### src/rtl/uart_tx_sched.sv
// uart_tx_sched: round-robin scheduler sharing one uart_core transmitter
// among NREQ byte-stream requesters. The block owns the uart_core register
// write port. It programs the control word, loads the TX byte, enables TX,
// waits for intr_tx or a 16-bit-time timeout, and then disables TX.
//
// Ports:
//   clk_i, rst_i          clock, synchronous active-high reset
//   req_valid_i/data_i    per-requester byte offer (byte k at [8k+7:8k])
//   req_ready_o           one-hot accept strobe (combinational, IDLE only)
//   cfg_update_i/...      pulse capturing a new baud divisor / rx enable
//   grant_o               one-hot owner of the byte in flight, 0 when idle
//   busy_o                high outside IDLE
//   done_o, timeout_o     1-cycle byte-finished / byte-abandoned pulses
//   u_we_o..u_wdata_o     uart_core register write port (u_ren_o tied 0)
//   u_intr_tx_i           uart_core TX-complete interrupt
module uart_tx_sched #(
  parameter int unsigned NREQ             = 4,
  parameter logic [15:0] DEF_CLKS_PER_BIT = 16'd868,
  parameter logic        DEF_RX_EN        = 1'b0
) (
  input  logic              clk_i,
  input  logic              rst_i,
  input  logic [NREQ-1:0]   req_valid_i,
  input  logic [8*NREQ-1:0] req_data_i,
  output logic [NREQ-1:0]   req_ready_o,
  input  logic              cfg_update_i,
  input  logic [15:0]       cfg_clks_per_bit_i,
  input  logic              cfg_rx_en_i,
  output logic [NREQ-1:0]   grant_o,
  output logic              busy_o,
  output logic              done_o,
  output logic              timeout_o,
  output logic              u_we_o,
  output logic              u_ren_o,
  output logic [3:0]        u_addr_o,
  output logic [31:0]       u_wdata_o,
  input  logic              u_intr_tx_i
);

  localparam int unsigned PW = $clog2(NREQ);

  typedef enum logic [2:0] {
    S_INIT,
    S_IDLE,
    S_CFG,
    S_LOAD,
    S_START,
    S_WAIT,
    S_STOP
  } state_t;

  state_t          state_q, state_d;

  logic [15:0]     act_cpb_q;
  logic            act_rx_q;
  logic [15:0]     pend_cpb_q;
  logic            pend_rx_q;
  logic            pend_q;
  logic [PW-1:0]   ptr_q;
  logic [7:0]      byte_q;
  logic [19:0]     timer_q;
  logic [NREQ-1:0] grant_q;

  logic [PW-1:0]   cand;
  logic [PW-1:0]   pick_idx;
  logic            pick_found;
  logic [NREQ-1:0] pick_onehot;
  logic            accept;
  logic [19:0]     timer_limit;
  logic [31:0]     cw_off;
  logic [31:0]     cw_on;

  logic            we_c;
  logic [3:0]      addr_c;
  logic [31:0]     wdata_c;
  logic            done_c;
  logic            timeout_c;

  // Walk forward from the last winner, wrapping, and take the first valid.
  always_comb begin
    pick_found = 1'b0;
    pick_idx   = ptr_q;
    cand       = ptr_q;
    for (int unsigned i = 0; i < NREQ; i++) begin
      cand = (cand == PW'(NREQ - 1)) ? '0 : cand + PW'(1);
      if (!pick_found && req_valid_i[cand]) begin
        pick_found = 1'b1;
        pick_idx   = cand;
      end
    end
  end

  assign pick_onehot = NREQ'(1) << pick_idx;
  // Pending config outranks requests; reset suppresses any accept.
  assign accept      = (state_q == S_IDLE) && !pend_q && pick_found && !rst_i;
  assign timer_limit = {act_cpb_q, 4'b0000} - 20'd1;
  assign cw_off      = {13'b0, act_cpb_q, 1'b0, act_rx_q, 1'b0};
  assign cw_on       = {13'b0, act_cpb_q, 1'b0, act_rx_q, 1'b1};

  always_ff @(posedge clk_i) begin
    if (rst_i) begin
      state_q <= S_INIT;
    end else begin
      state_q <= state_d;
    end
  end

  always_comb begin
    state_d   = state_q;
    we_c      = 1'b0;
    addr_c    = '0;
    wdata_c   = '0;
    done_c    = 1'b0;
    timeout_c = 1'b0;
    case (state_q)
      S_INIT: begin
        we_c    = 1'b1;
        wdata_c = cw_off;
        state_d = S_IDLE;
      end
      S_IDLE: begin
        if (pend_q) begin
          state_d = S_CFG;
        end else if (pick_found) begin
          state_d = S_LOAD;
        end
      end
      S_CFG: begin
        we_c    = 1'b1;
        wdata_c = cw_off;
        state_d = S_IDLE;
      end
      S_LOAD: begin
        we_c    = 1'b1;
        addr_c  = 4'd4;
        wdata_c = {24'b0, byte_q};
        state_d = S_START;
      end
      S_START: begin
        we_c    = 1'b1;
        wdata_c = cw_on;
        state_d = S_WAIT;
      end
      S_WAIT: begin
        if (u_intr_tx_i) begin
          done_c  = 1'b1;
          state_d = S_STOP;
        end else if (timer_q == timer_limit) begin
          timeout_c = 1'b1;
          state_d   = S_STOP;
        end
      end
      S_STOP: begin
        we_c    = 1'b1;
        wdata_c = cw_off;
        state_d = S_IDLE;
      end
      default: state_d = S_INIT;
    endcase
  end

  always_ff @(posedge clk_i) begin
    if (rst_i) begin
      act_cpb_q  <= DEF_CLKS_PER_BIT;
      act_rx_q   <= DEF_RX_EN;
      pend_cpb_q <= '0;
      pend_rx_q  <= 1'b0;
      pend_q     <= 1'b0;
      ptr_q      <= PW'(NREQ - 1);
      byte_q     <= '0;
      timer_q    <= '0;
      grant_q    <= '0;
    end else begin
      if (state_q == S_IDLE && pend_q) begin
        act_cpb_q <= pend_cpb_q;
        act_rx_q  <= pend_rx_q;
        pend_q    <= 1'b0;
      end
      if (accept) begin
        byte_q  <= req_data_i[{pick_idx, 3'b000} +: 8];
        ptr_q   <= pick_idx;
        grant_q <= pick_onehot;
      end
      if (state_q == S_START) begin
        timer_q <= '0;
      end else if (state_q == S_WAIT) begin
        timer_q <= timer_q + 20'd1;
      end
      if (state_q == S_STOP) begin
        grant_q <= '0;
      end
      // Placed last so a pulse landing in the consume cycle re-arms pending.
      if (cfg_update_i && cfg_clks_per_bit_i != '0) begin
        pend_cpb_q <= cfg_clks_per_bit_i;
        pend_rx_q  <= cfg_rx_en_i;
        pend_q     <= 1'b1;
      end
    end
  end

  assign req_ready_o = accept ? pick_onehot : '0;
  assign grant_o     = grant_q;
  assign busy_o      = (state_q != S_IDLE) && !rst_i;
  assign done_o      = done_c && !rst_i;
  assign timeout_o   = timeout_c && !rst_i;
  assign u_we_o      = we_c && !rst_i;
  assign u_ren_o     = 1'b0;
  assign u_addr_o    = rst_i ? '0 : addr_c;
  assign u_wdata_o   = rst_i ? '0 : wdata_c;

endmodule

### config.mk
export PLATFORM = sky130hd
export DESIGN_NAME = uart_tx_sched
export DESIGN_NICKNAME = d
export VERILOG_FILES = /design/src/rtl/uart_tx_sched.sv
export SDC_FILE = /design/constraint.sdc
export NUM_CORES = 1
export LEC_CHECK = 0
export ABC_AREA = 1
export CELL_PAD_IN_SITES_DETAIL_PLACEMENT = 1
export CELL_PAD_IN_SITES_GLOBAL_PLACEMENT = 1
export CORE_MARGIN = 1
export CORE_UTILIZATION = 36
export CTS_BUF_LIST = sky130_fd_sc_hd__clkbuf_8
export CTS_CLUSTER_DIAMETER = 200
export CTS_CLUSTER_SIZE = 8
export DETAILED_ROUTE_END_ITERATION = 10
export GPL_ROUTABILITY_DRIVEN = 0
export GPL_TIMING_DRIVEN = 1
export HOLD_SLACK_MARGIN = 0.15
export PLACE_DENSITY_LB_ADDON = 0.1
export SLEW_MARGIN = 5
export SYNTH_ARGS = -nofsm -noshare
export SYNTH_HDL_FRONTEND = slang
export SYNTH_SLANG_ARGS = --single-unit
export TNS_END_PERCENT = 10
### constraint.sdc
create_clock -name clk_i -period 3.6 [get_ports clk_i]
set_clock_uncertainty 0.15 [all_clocks]
set_input_delay 0.72 -clock clk_i [delete_from_list [all_inputs] [get_ports clk_i]]
set_output_delay 0.72 -clock clk_i [all_outputs]
set_load 0.01 [all_outputs]
# == Word level (Yosys, flattened, before mapping) ==
# Index checks and enable logic that the tools add are counted.
# totals
elab_cells,99
ff_bits,72
out_inout_bits,49
in_bits,57
# op_classes
order_cmp,4
n_reduce_logical,25
shifts,2
add_sub_neg,6
n_mux,38
n_eq_ne,14
# op_table
cell,n
$pmux 19 s3,1
$mux 32,1
$shiftx 32x6->8,1
$add 20x1->20 const B,1
$eq 20x20->1,1
$sub 20x1->20 const B,1
$mux 1,16
$mux 2,8
$reduce_bool 16->1,1
$mux 3,5
$pmux 3 s5,1
$logic_and 1x1->1,12
$lt 2x3->1 const B,4
$eq 3x3->1 const B,3
$add 2x1->2 const B,4
$bmux 1 s2,4
$eq 2x2->1 const B,4
$mux 4,2
$eq 3x2->1 const B,2
$ne 3x3->1 const B,2
$logic_not 1->1,5
$reduce_or 5->1,1
$reduce_or 2->1,2
$shl 1x2->4 const A,1
other kinds (6),6

# == Logic depth before layout (Yosys ltp) ==
# Gate-level depths: netlist of the first run.
# logic_depth
ltp_word,17
depth_mapped,18
depth_no_buf,17

# == Least setup slack after synthesis of the first run ==
# No wires, ideal clock.
# synth_timing
path_kind,register to output
startpoint,reg ptr_q[0]
endpoint,out req_ready_o[0]
stages_incl_launch_ff,14
arrival_ns,1.954
t_required_ns,2.730
slack_ns,0.776
n_path_buf,0
path_cell_list,dfxtp_1 ha_1 inv_2 nand2_2 nand2_4 nand2_1 nand2_2 nor2_4 nand3_4 o21ai_4 inv_2 nor2_4 nand2_2 inv_1
# synth_between
elab_chain_cells,17
# synth_rtl
item,line,source
start: declaration,59,logic [PW-1:0] ptr_q;
start signal: assignment,169,ptr_q <= PW'(NREQ - 1);
start signal: assignment,181,ptr_q <= pick_idx;
branches (longest 16 deep; another with $add 2x1->2),-,
$mux 4 (*),201,assign req_ready_o = accept ? pick_onehot : '0;
end: declaration,25,"output logic [NREQ-1:0] req_ready_o,"
# Every way passes the cells marked *. The select of a mux whose other input is x is not followed.

# == Worst setup path in the final report of the first run ==
# layout_timing
startpoint,in req_valid_i[3]
endpoint,out req_ready_o[3]
# layout_between
elab_chain_cells,15
# layout_rtl
item,line,source
start: declaration,23,"input logic [NREQ-1:0] req_valid_i,"
$bmux 1 s2,86,if (!pick_found && req_valid_i[cand]) begin
$mux 1 (implied by the code),86,
$mux 1,86,
$logic_not 1->1,86,
$logic_and 1x1->1,86,
$mux 1,86,
$logic_not 1->1,86,
$logic_and 1x1->1,86,
$mux 1,86,
$logic_not 1->1,86,
$logic_and 1x1->1,86,
$mux 1,86,
$logic_and 1x1->1 (2 in series),95,assign accept = (state_q == S_IDLE) && !pend_q && pick_found && !rst_i;
$mux 4 (*),201,
# Every way passes the cells marked *; elsewhere a longest branch is shown, timed or not. The select of a mux whose other input is x is not followed.

==> flow_summary.ini, run 1 <==
[yosys]
yosys.area.top_type = dfxtp_1
syn_area_sq_um = 4560
ys_top_cells_by_area = dfxtp_1, nand2_1, nor2_1
avgSynthCellArea_sq_um = 6.49
synthAdderAreaFrac = 0.00823
yosysUniqueCellTypes = 40
synthMuxAreaShare = 0
synth-async-reset-ratio = 0
ys_top_cells_by_count = nand2_1, nor2_1, inv_1, dfxtp_1, nand3_1
synth_compound_gate_area_share = 0.118
yosysMostFrequentCell = nand2_1
synth.top_cell.area_share = 0.316
synthXorXnorAreaFrac = 0.0557
ys_seq_area_frac = 0.316
synthFlopType = dfxtp_1
synth_top_family_by_area = simple AND/OR/NAND/NOR gates
syn_inst = 703
ys_ff_latch = 72
yosys.area_share.simple = 0.375
yosys_warnings = 0
synth-edff-count = 0

[timing]
slew_headroom = 0.576
fin_crit_ps = 3690
fin_hold_ws_ps = 324
period_share = 1.03
fmax_mhz = 271
hold_violations = 0
rsz0062_at_grt = true
slew_viol_final = 0
tightest_slew_ps = 631
finalSetupViolCount = 1
fin_ws_ps = -93.6

[route]
wl_um = 13700
ant_nets = 0
via_count = 4693
drtIter0Drc = 139
via_per_inst = 4.79
wl_per_cell_um = 14.0
first_pass_iters = 4
drc = 0

[cells_and_area]
drive_above_1_share = 0.112
finalNonFillerCells = 979
diodes = 0
final_cell_area_sq_um = 5980
area_growth_pct = 31.0
n_fill_cell = 1625
fin_nets = 866

[clocking]
root_buffer = clkbuf_8
numClockSinks = 72
clk_pin_slew_ps = 80
numCtsBuffers = 9
cts_max_path_buffers = 2
htree_levels = 3
cts_tree = yes
clkLatencyLatePin_ps = 370

[placed_design]
place_area_sq_um = 5660
place_inst = 961
io_buffers = 88
dp_hpwl_um = 11200
dp_slack_ps = -303

[floorplanning]
io_pins = 106
die_width_um = 115
die_area_sq_um = 13100
core_sq_um = 12200
die_y_um = 115
rows = 40
start_util = 0.375

[run]
maxCapViolCount = 0

[critical_path]
cp-start-kind = input port
crit_type = in2out
cp.arrival_ps = 2820
cp-end-kind = primary output
cp_max_fo = 9
worstPathRequired_ps = 2730

[global_route]
grt_pass1_wl_um = 23400
antenna_found_initial = 0
grt_start_max_net_pins = 34
grt-ovfl-total = 0
grt.met2_usage = 0.405
met1_usage = 0.282
grt_use_met3 = 0.0392
grt.busiest_layer = met2
grt_usage = 0.227
grt_pass1_vias = 4878

[power]
p_leak_nw = 2.62
p_total_mw = 2.47
vdd_ir_drop_max_mv = 0.197
powerDensity_nw_per_um2 = 412

[status]
violations = setup timing
status = complete, but fails checks

[worst_hold_path]
min_path_type = reg2reg
-- worst paths after layout --
path	start	to	slack (ps)	cells past startpoint
hold reg to reg	grant_o[3]$_SDFFE_PP0P_	grant_o[3]$_SDFFE_PP0P_	320	2
hold / removal	grant_o[3]$_SDFFE_PP0P_	grant_o[3]$_SDFFE_PP0P_	320	2
setup reg to reg	ptr_q[0]$_SDFFE_PP1P_	byte_q[6]$_SDFFE_PP0P_	1030	15
setup / recovery	req_valid_i[3]	req_ready_o[3]	-90	13
-- worst max-delay path, stage by stage --
cell and delay, ps:
clkdlybuf4s50_1 440, o21ai_0 90, nand2_1 90, nand2_1 100
nand2_2 80, nor2_4 150, nand3_4 140, nand3_4 170
nand2_4 90, nor2_4 90, nand2_1 90, inv_1 60
clkdlybuf4s50_1 520
-- power by group --
| part | internal (mW) | switching, mW |
|---|---|---|
| Sequential | 0.852 | 0.0420 |
| Clock | 0.411 | 0.331 |
| Combinational | 0.349 | 0.481 |
| Total | 1.61 | 0.853 |
-- cells by family (layout without fill, tap and decap cells) --
logic type,count (synthesis),in the layout
AND/OR/NAND/NOR,374,374
buffers and inverters,131,223
AO/OA/AOI/OAI,93,93
flip-flops,72,72
XOR/XNOR,29,29
adder cells (fa/ha/maj),3,3
other,1,17
-- timing repair --
item                                   4_1_cts  5_1_grt
pin swaps                                    1        4
endpoints found under the hold margin        0        0
hold buffers                                 0        0
resized for setup                           18        5
setup endpoints to repair                    5        8
buffers inserted                             1        1
-- metrics by stage --
stage                     TNS, ps   util
after floorplan                 0      -
after global placement       -421  0.466
after detailed placement     -892  0.466
after CTS                    -327  0.490
after global routing         -533  0.491
final                       -93.6  0.491
-- registers in the layout, indices dropped and copies added (netlist names), 2 cells and up --
signal and cells:
byte_q 8, timer_q 20, grant_o 4, state_q 3
act_cpb_q 16, pend_cpb_q 16, ptr_q 2
-- cell type report --
| type | count | area (sq um) | share of cell area |
|---|---|---|---|
| Multi-Input combinational cell | 516 | 2660 | 0.446 |
| Sequential cell | 72 | 1450 | 0.242 |
| Timing Repair Buffer | 113 | 1070 | 0.179 |
| Inverter | 94 | 357 | 0.0597 |
| Tap cell | 168 | 210 | 0.0352 |
| Clock buffer | 10 | 138 | 0.0230 |
| Clock inverter | 6 | 91.3 | 0.0153 |
-- cells in the final DEF (no fill, tap or decap), drive strengths merged, types with 3 or more instances in the layout --
master,n
inv,94
clkdlybuf4s50,84
clkinvlp,3
or2,16
nor3,18
nand4,7
ha,3
clkbuf,10
dfxtp,72
a21oi,27
conb,17
o211ai,6
o21ai,49
xnor2,6
dlygate4sd2,3
nand3,65
nand2,157
o32ai,3
nor2,104
xor2,23
nor4,5
buf,25
-- layer usage --
| metal | part of all wire | up-vias |
|---|---|---|
| met1 | 0.47 | 2198 |
| met3 | 0.022 | 15 |
| met5 | 0 | - |
| met4 | 0.013 | 0 |
| li1 | - | 2413 |
| met2 | 0.50 | 67 |
Power figures use the tool's default switching activity.
==> inputs of run 2 (changes only) <==
CORE_UTILIZATION = 39   (was 36)
clock period = 4.4 ns   (was 3.6 ns; I/O delays follow)
==> run 2 against run 1 <==
The run now ends clean. First-iteration DRC count rose by 48%. Clock power fell by 33%. Utilization rose by 0.93 points. Critical endpoint is now req_ready_o[0]. Highest routed layer unchanged.
==> flow_summary.ini, run 2 (same netlist as run 1, synthesis figures left out) <==
[floorplanning]
core_sq_um = 11400
io_pins = 106
die_area_sq_um = 12100
die_width_um = 110
rows = 39
die_y_um = 110
start_util = 0.400

[critical_path]
cp_slowest_stage_delay_ps = 520
r2r_end = timer_q[16]$_SDFFE_PP0P_
path_buf_inv = 5
r2r-start = state_q[0]$_SDFFE_PP0P_
ff2ff_path_depth = 11
crit_chain = clkdlybuf4s50_1 > inv_1 > nand2_2 > nand3_2 > nand2_2 > nor2_4 > nand3_4 > o21ai_4 > inv_2 > nor2_4 > nand2_2 > inv_1 > clkdlybuf4s50_1
crit_start = req_valid_i[3]
cp.arrival_ps = 3200
slowest_stage = clkdlybuf4s50_1
cp-start-kind = input port
setup.reg_to_reg.worst_slack_ps = 1450
cp_max_fo = 6
crit_type = in2out
path_delay_family = buffers and inverters
worstPathRequired_ps = 3370
cp-end-kind = primary output
worst_path_most_repeated_cell = nand2_2

[timing]
tightest_slew_ps = 783
slew_viol_final = 0
fin_crit_ps = 4230
period_share = 0.961
hold_violations = 0
finalSetupViolCount = 0
slew_headroom = 0.474
fmax_mhz = 237
fin_hold_ws_ps = 323

[power]
switching_share = 0.379
vdd_ir_drop_max_mv = 0.270
clkPwrFrac = 0.268
p_comb_frac = 0.333
p_switching_uw = 698
powerDensity_nw_per_um2 = 322
p_leak_nw = 2.48
seq_power_share = 0.399
p_int_mw = 1.14

[global_route]
grt_pass1_wl_um = 22200
grt-ovfl-total = 0
grt.busiest_layer = met2
met1_usage = 0.296
antenna_found_initial = 0
grt.met2_usage = 0.418
grt_pass1_vias = 4719
grt_start_max_net_pins = 33
grt_use_met3 = 0.0417
grt_usage = 0.237

[clocking]
root_buffer = clkbuf_8
numCtsBuffers = 9
cts_max_path_buffers = 2
numClockSinks = 72
cts_tree = yes
clkLatencyLatePin_ps = 370
clk_pin_slew_ps = 80
htree_levels = 3
holdBufCountCts = 0

[cells_and_area]
multi_input_area_sq_um = 2610
register_area_sq_um = 1440
diodes = 0
drive_above_1_share = 0.0843
mostFrequentLayoutCells = nand2_1, nor2_1, inv_1
utilization = 0.501
final_common_cell = nand2_1
area_growth_pct = 25.3
n_fill_cell = 1532
reg.largest.list = timer_q (20), act_cpb_q (16), pend_cpb_q (16)
largest-register = timer_q
fin_nets = 850
largest_reg_flops = 20

[route]
via_count = 4705
wl_per_cell_um = 14.5
ant_nets = 0
wl_um = 13600
drc = 0
first_pass_iters = 4
via_per_inst = 5.02
drtIter0Drc = 206

[worst_hold_path]
hold_depth = 2
min_path_type = reg2reg
hold_end = grant_o[2]$_SDFFE_PP0P_
hold_start = grant_o[2]$_SDFFE_PP0P_

[run]
maxCapViolCount = 0

[placed_design]
dp_hpwl_um = 10900
io_buffers = 88

[status]
status = finished clean
run 2: changes by cell type in the layout (fill, tap and decap cells not counted), moves of 3 or more:
cell | before | now
nor2_1 | 96 | 99
clkdlybuf4s50_1 | 84 | 88
dlygate4sd2_1 | 3 | 0
buf_4 | 24 | 9
run 2: how the worst max path moves through the flow:
| stage | to | cells past startpoint |
|---|---|---|
| 2_1_floorplan | req_ready_o[0] | 11 |
| 3_3_place_gp | req_ready_o[0] | 13 |
| 3_5_place_dp | req_ready_o[0] | 13 |
| 4_1_cts | req_ready_o[0] | 14 |
| 5_1_grt | req_ready_o[0] | 13 |
| 6_report | req_ready_o[0] | 13 |
run 2: through the flow:
| step | area (sq um) | std cells | worst slack [ps] | setup TNS [ps] | power (mW) |
|---|---|---|---|---|---|
| finish | 5720 | 938 | 173 | 0 | 1.84 |
| global route | 5720 | 938 | -3.31 | -3.31 | 1.96 |
| CTS | 5700 | 937 | 108 | 0 | 1.85 |
| detailed placement | 5520 | 921 | 161 | 0 | 1.35 |
| global placement | 5520 | 921 | 291 | 0 | 1.32 |
| floorplan | 4620 | 719 | 1330 | 0 | 1.17 |
run 2: power groups by stage:
| stage | clock network, mW | registers [mW] | logic [mW] |
|---|---|---|---|
| floorplan | 0 | 0.734 | 0.436 |
| global route | 0.529 | 0.741 | 0.687 |
| global placement | 0 | 0.746 | 0.577 |
| CTS | 0.508 | 0.734 | 0.605 |
| finish | 0.494 | 0.734 | 0.613 |
| detailed placement | 0 | 0.749 | 0.601 |
run 2: worst min-delay path, cell delays in order, from the launching register on:
cell and delay (ps):
dfxtp_1 320, nand2_1 60, a21oi_1 60
run 2: what timing repair did:
item                       CTS  global route
setup endpoints to repair    2             4
buffers inserted             0             1
resized for setup            1             2
pin swaps                    0             1
run 2: area by class of cell:
| class | instances | share of cell area |
|---|---|---|
| sequential | 72 | 0.252 |
| clock buffer | 9 | 0.0217 |
| inverter | 94 | 0.0619 |
| multi-input combinational | 516 | 0.457 |
| tap | 143 | 0.0313 |
| timing repair buffer | 97 | 0.166 |
| clock inverter | 7 | 0.00985 |
run 2: routing by layer:
metal	routed length (um)	part of all wire	up-vias
met5	0	0	-
li1	-	-	2380
met1	6470	0.48	2253
met2	6660	0.49	63
met3	333	0.024	9
met4	140	0.010	0
==> inputs of run 3 (changes only) <==
CORE_UTILIZATION = 30   (was 39)
PLACE_DENSITY = 0.72   (was default)
PLACE_DENSITY_LB_ADDON = default   (was 0.1)
==> run 3 against run 2 <==
Sequential power about the same. First-iteration DRC count shrank 4.4%. Cell count grew 4.6%. Final area is 0.90% higher. Sequential cell count unchanged. Combinational power is 2% higher. Total power shrank 1.5%. Sequential share of layout area fell by 0.22 points.
==> flow_summary.ini, run 3 (same netlist as run 1, synthesis figures left out) <==
[clocking]
htree_levels = 3
cts_max_path_buffers = 2
clk_pin_slew_ps = 80
cts_tree = yes
numCtsBuffers = 9
root_buffer = clkbuf_8
clkLatencyLatePin_ps = 350
holdBufCountCts = 0
numClockSinks = 72

[cells_and_area]
diodes = 0
drive_above_1_share = 0.0853
n_fill_cell = 1900
largest_reg_flops = 20
reg.largest.list = timer_q (20), act_cpb_q (16), pend_cpb_q (16)
final_common_cell = nand2_1
largest-register = timer_q
mostFrequentLayoutCells = nand2_1, nor2_1, inv_1
fin_nets = 853
utilization = 0.392
area_growth_pct = 26.5
final_cell_area_sq_um = 5770

[critical_path]
cp-end-kind = primary output
path_buf_inv = 4
crit_chain = clkdlybuf4s50_1 > inv_1 > nand2_1 > nand2_1 > nand2_1 > nand2_1 > o21ai_0 > nand2_1 > nand3_4 > nand2_4 > nor2_4 > nand2_1 > inv_1 > clkdlybuf4s50_1
path_delay_family = buffers and inverters
crit_type = in2out
cp_max_fo = 16
slowest_stage = clkdlybuf4s50_1
cp.arrival_ps = 3220
worstPathRequired_ps = 3370
cp-start-kind = input port
worst_path_most_repeated_cell = nand2_1
cp_slowest_stage_delay_ps = 530

[global_route]
antenna_found_initial = 0
grt_start_max_net_pins = 34
grt_pass1_vias = 4858
grt_usage = 0.184
grt_pass1_wl_um = 23400
grt-ovfl-total = 0

[timing]
fin_ws_ps = 155
fmax_mhz = 236
hold_violations = 0
finalSetupViolCount = 0
fin_crit_ps = 4250
slew_headroom = 0.550
period_share = 0.965
slew_viol_final = 0
rsz0062_at_grt = false
totalNegativeSetupSlack_ps = 0
tightest_slew_ps = 674

[route]
via_count = 4681
wl_per_cell_um = 14.3
first_pass_iters = 6
drtIter0Drc = 197
ant_nets = 0
wl_um = 14000
drc = 0
via_per_inst = 4.77

[power]
p_int_mw = 1.14
vdd_ir_drop_max_mv = 0.113
seq_power_share = 0.404
p_leak_nw = 2.50
powerDensity_nw_per_um2 = 314
p_comb_frac = 0.344
switching_share = 0.371
p_switching_uw = 672
clkPwrFrac = 0.252

[floorplanning]
die_width_um = 125
die_y_um = 125
core_sq_um = 14700
die_area_sq_um = 15700
io_pins = 106
rows = 44
start_util = 0.310

[worst_hold_path]
min_path_type = reg2reg

[placed_design]
io_buffers = 88
dp_slack_ps = 163
dp_hpwl_um = 11400
place_area_sq_um = 5590

[status]
status = finished clean

[run]
maxCapViolCount = 0
-- run 3: cell types whose count changed in the layout (fill, tap and decap cells not counted) --
cell / previous run / this run
buf_4: 9 / 12
clkinv_2: 1 / 3
clkinvlp_4: 4 / 1
inv_1: 91 / 92
inv_6: 1 / 0
nand2_2: 9 / 10
nand2_4: 4 / 3
-- run 3: path summary, 6_finish.rpt --
kind                            from                       end  slack [ps]  cells past startpoint
max                   req_valid_i[1]            req_ready_o[1]         150                     14
min          grant_o[2]$_SDFFE_PP0P_   grant_o[2]$_SDFFE_PP0P_         340                      2
max reg2reg  state_q[0]$_SDFFE_PP0P_  timer_q[13]$_SDFFE_PP0P_        1630                     10
min reg2reg  grant_o[2]$_SDFFE_PP0P_   grant_o[2]$_SDFFE_PP0P_         340                      2
-- run 3: metrics by stage --
stage	hold WS, ps	instances	total power, mW
final	336	981	1.81
after global routing	369	981	1.93
after CTS	340	979	1.82
after detailed placement	327	964	1.36
after global placement	314	964	1.33
after floorplan	291	719	1.17
-- run 3: cell type report --
type / instances / area [sq um] / share of cell area
multi-input combinational: 516 / 2610 / 0.452
sequential: 72 / 1440 / 0.250
timing repair buffer: 100 / 971 / 0.168
inverter: 94 / 354 / 0.0614
tap: 184 / 230 / 0.0399
clock buffer: 9 / 124 / 0.0215
clock inverter: 6 / 38.8 / 0.00672
-- run 3: timing repair --
item                       CTS  global route
resized for setup            0             2
setup endpoints to repair    0             4
buffers inserted             0             2
hold endpoints to repair     0             0
-- run 3: layer usage --
metal,part of all wire,GRT usage,routed length [um],vias to the layer above
met4,0.015,0.0560,210,0
met2,0.48,0.321,6760,75
met5,0,0,0,-
li1,-,-,-,2379
met3,0.024,0.0227,338,17
met1,0.48,0.236,6720,2210
-- run 3: power groups by stage --
| stage | logic (mW) | registers [mW] | clock network [mW] |
|---|---|---|---|
| 4_1_cts | 0.611 | 0.733 | 0.473 |
| 5_1_grt | 0.694 | 0.740 | 0.499 |
| 3_5_place_dp | 0.607 | 0.748 | 0 |
| 3_3_place_gp | 0.583 | 0.746 | 0 |
| 2_1_floorplan | 0.436 | 0.734 | 0 |
| 6_report | 0.623 | 0.733 | 0.457 |
-- run 3: worst min-delay path, stage by stage (launching register included) --
cell and delay [ps]:
dfxtp_1 320, nand2_1 60, a21oi_1 60
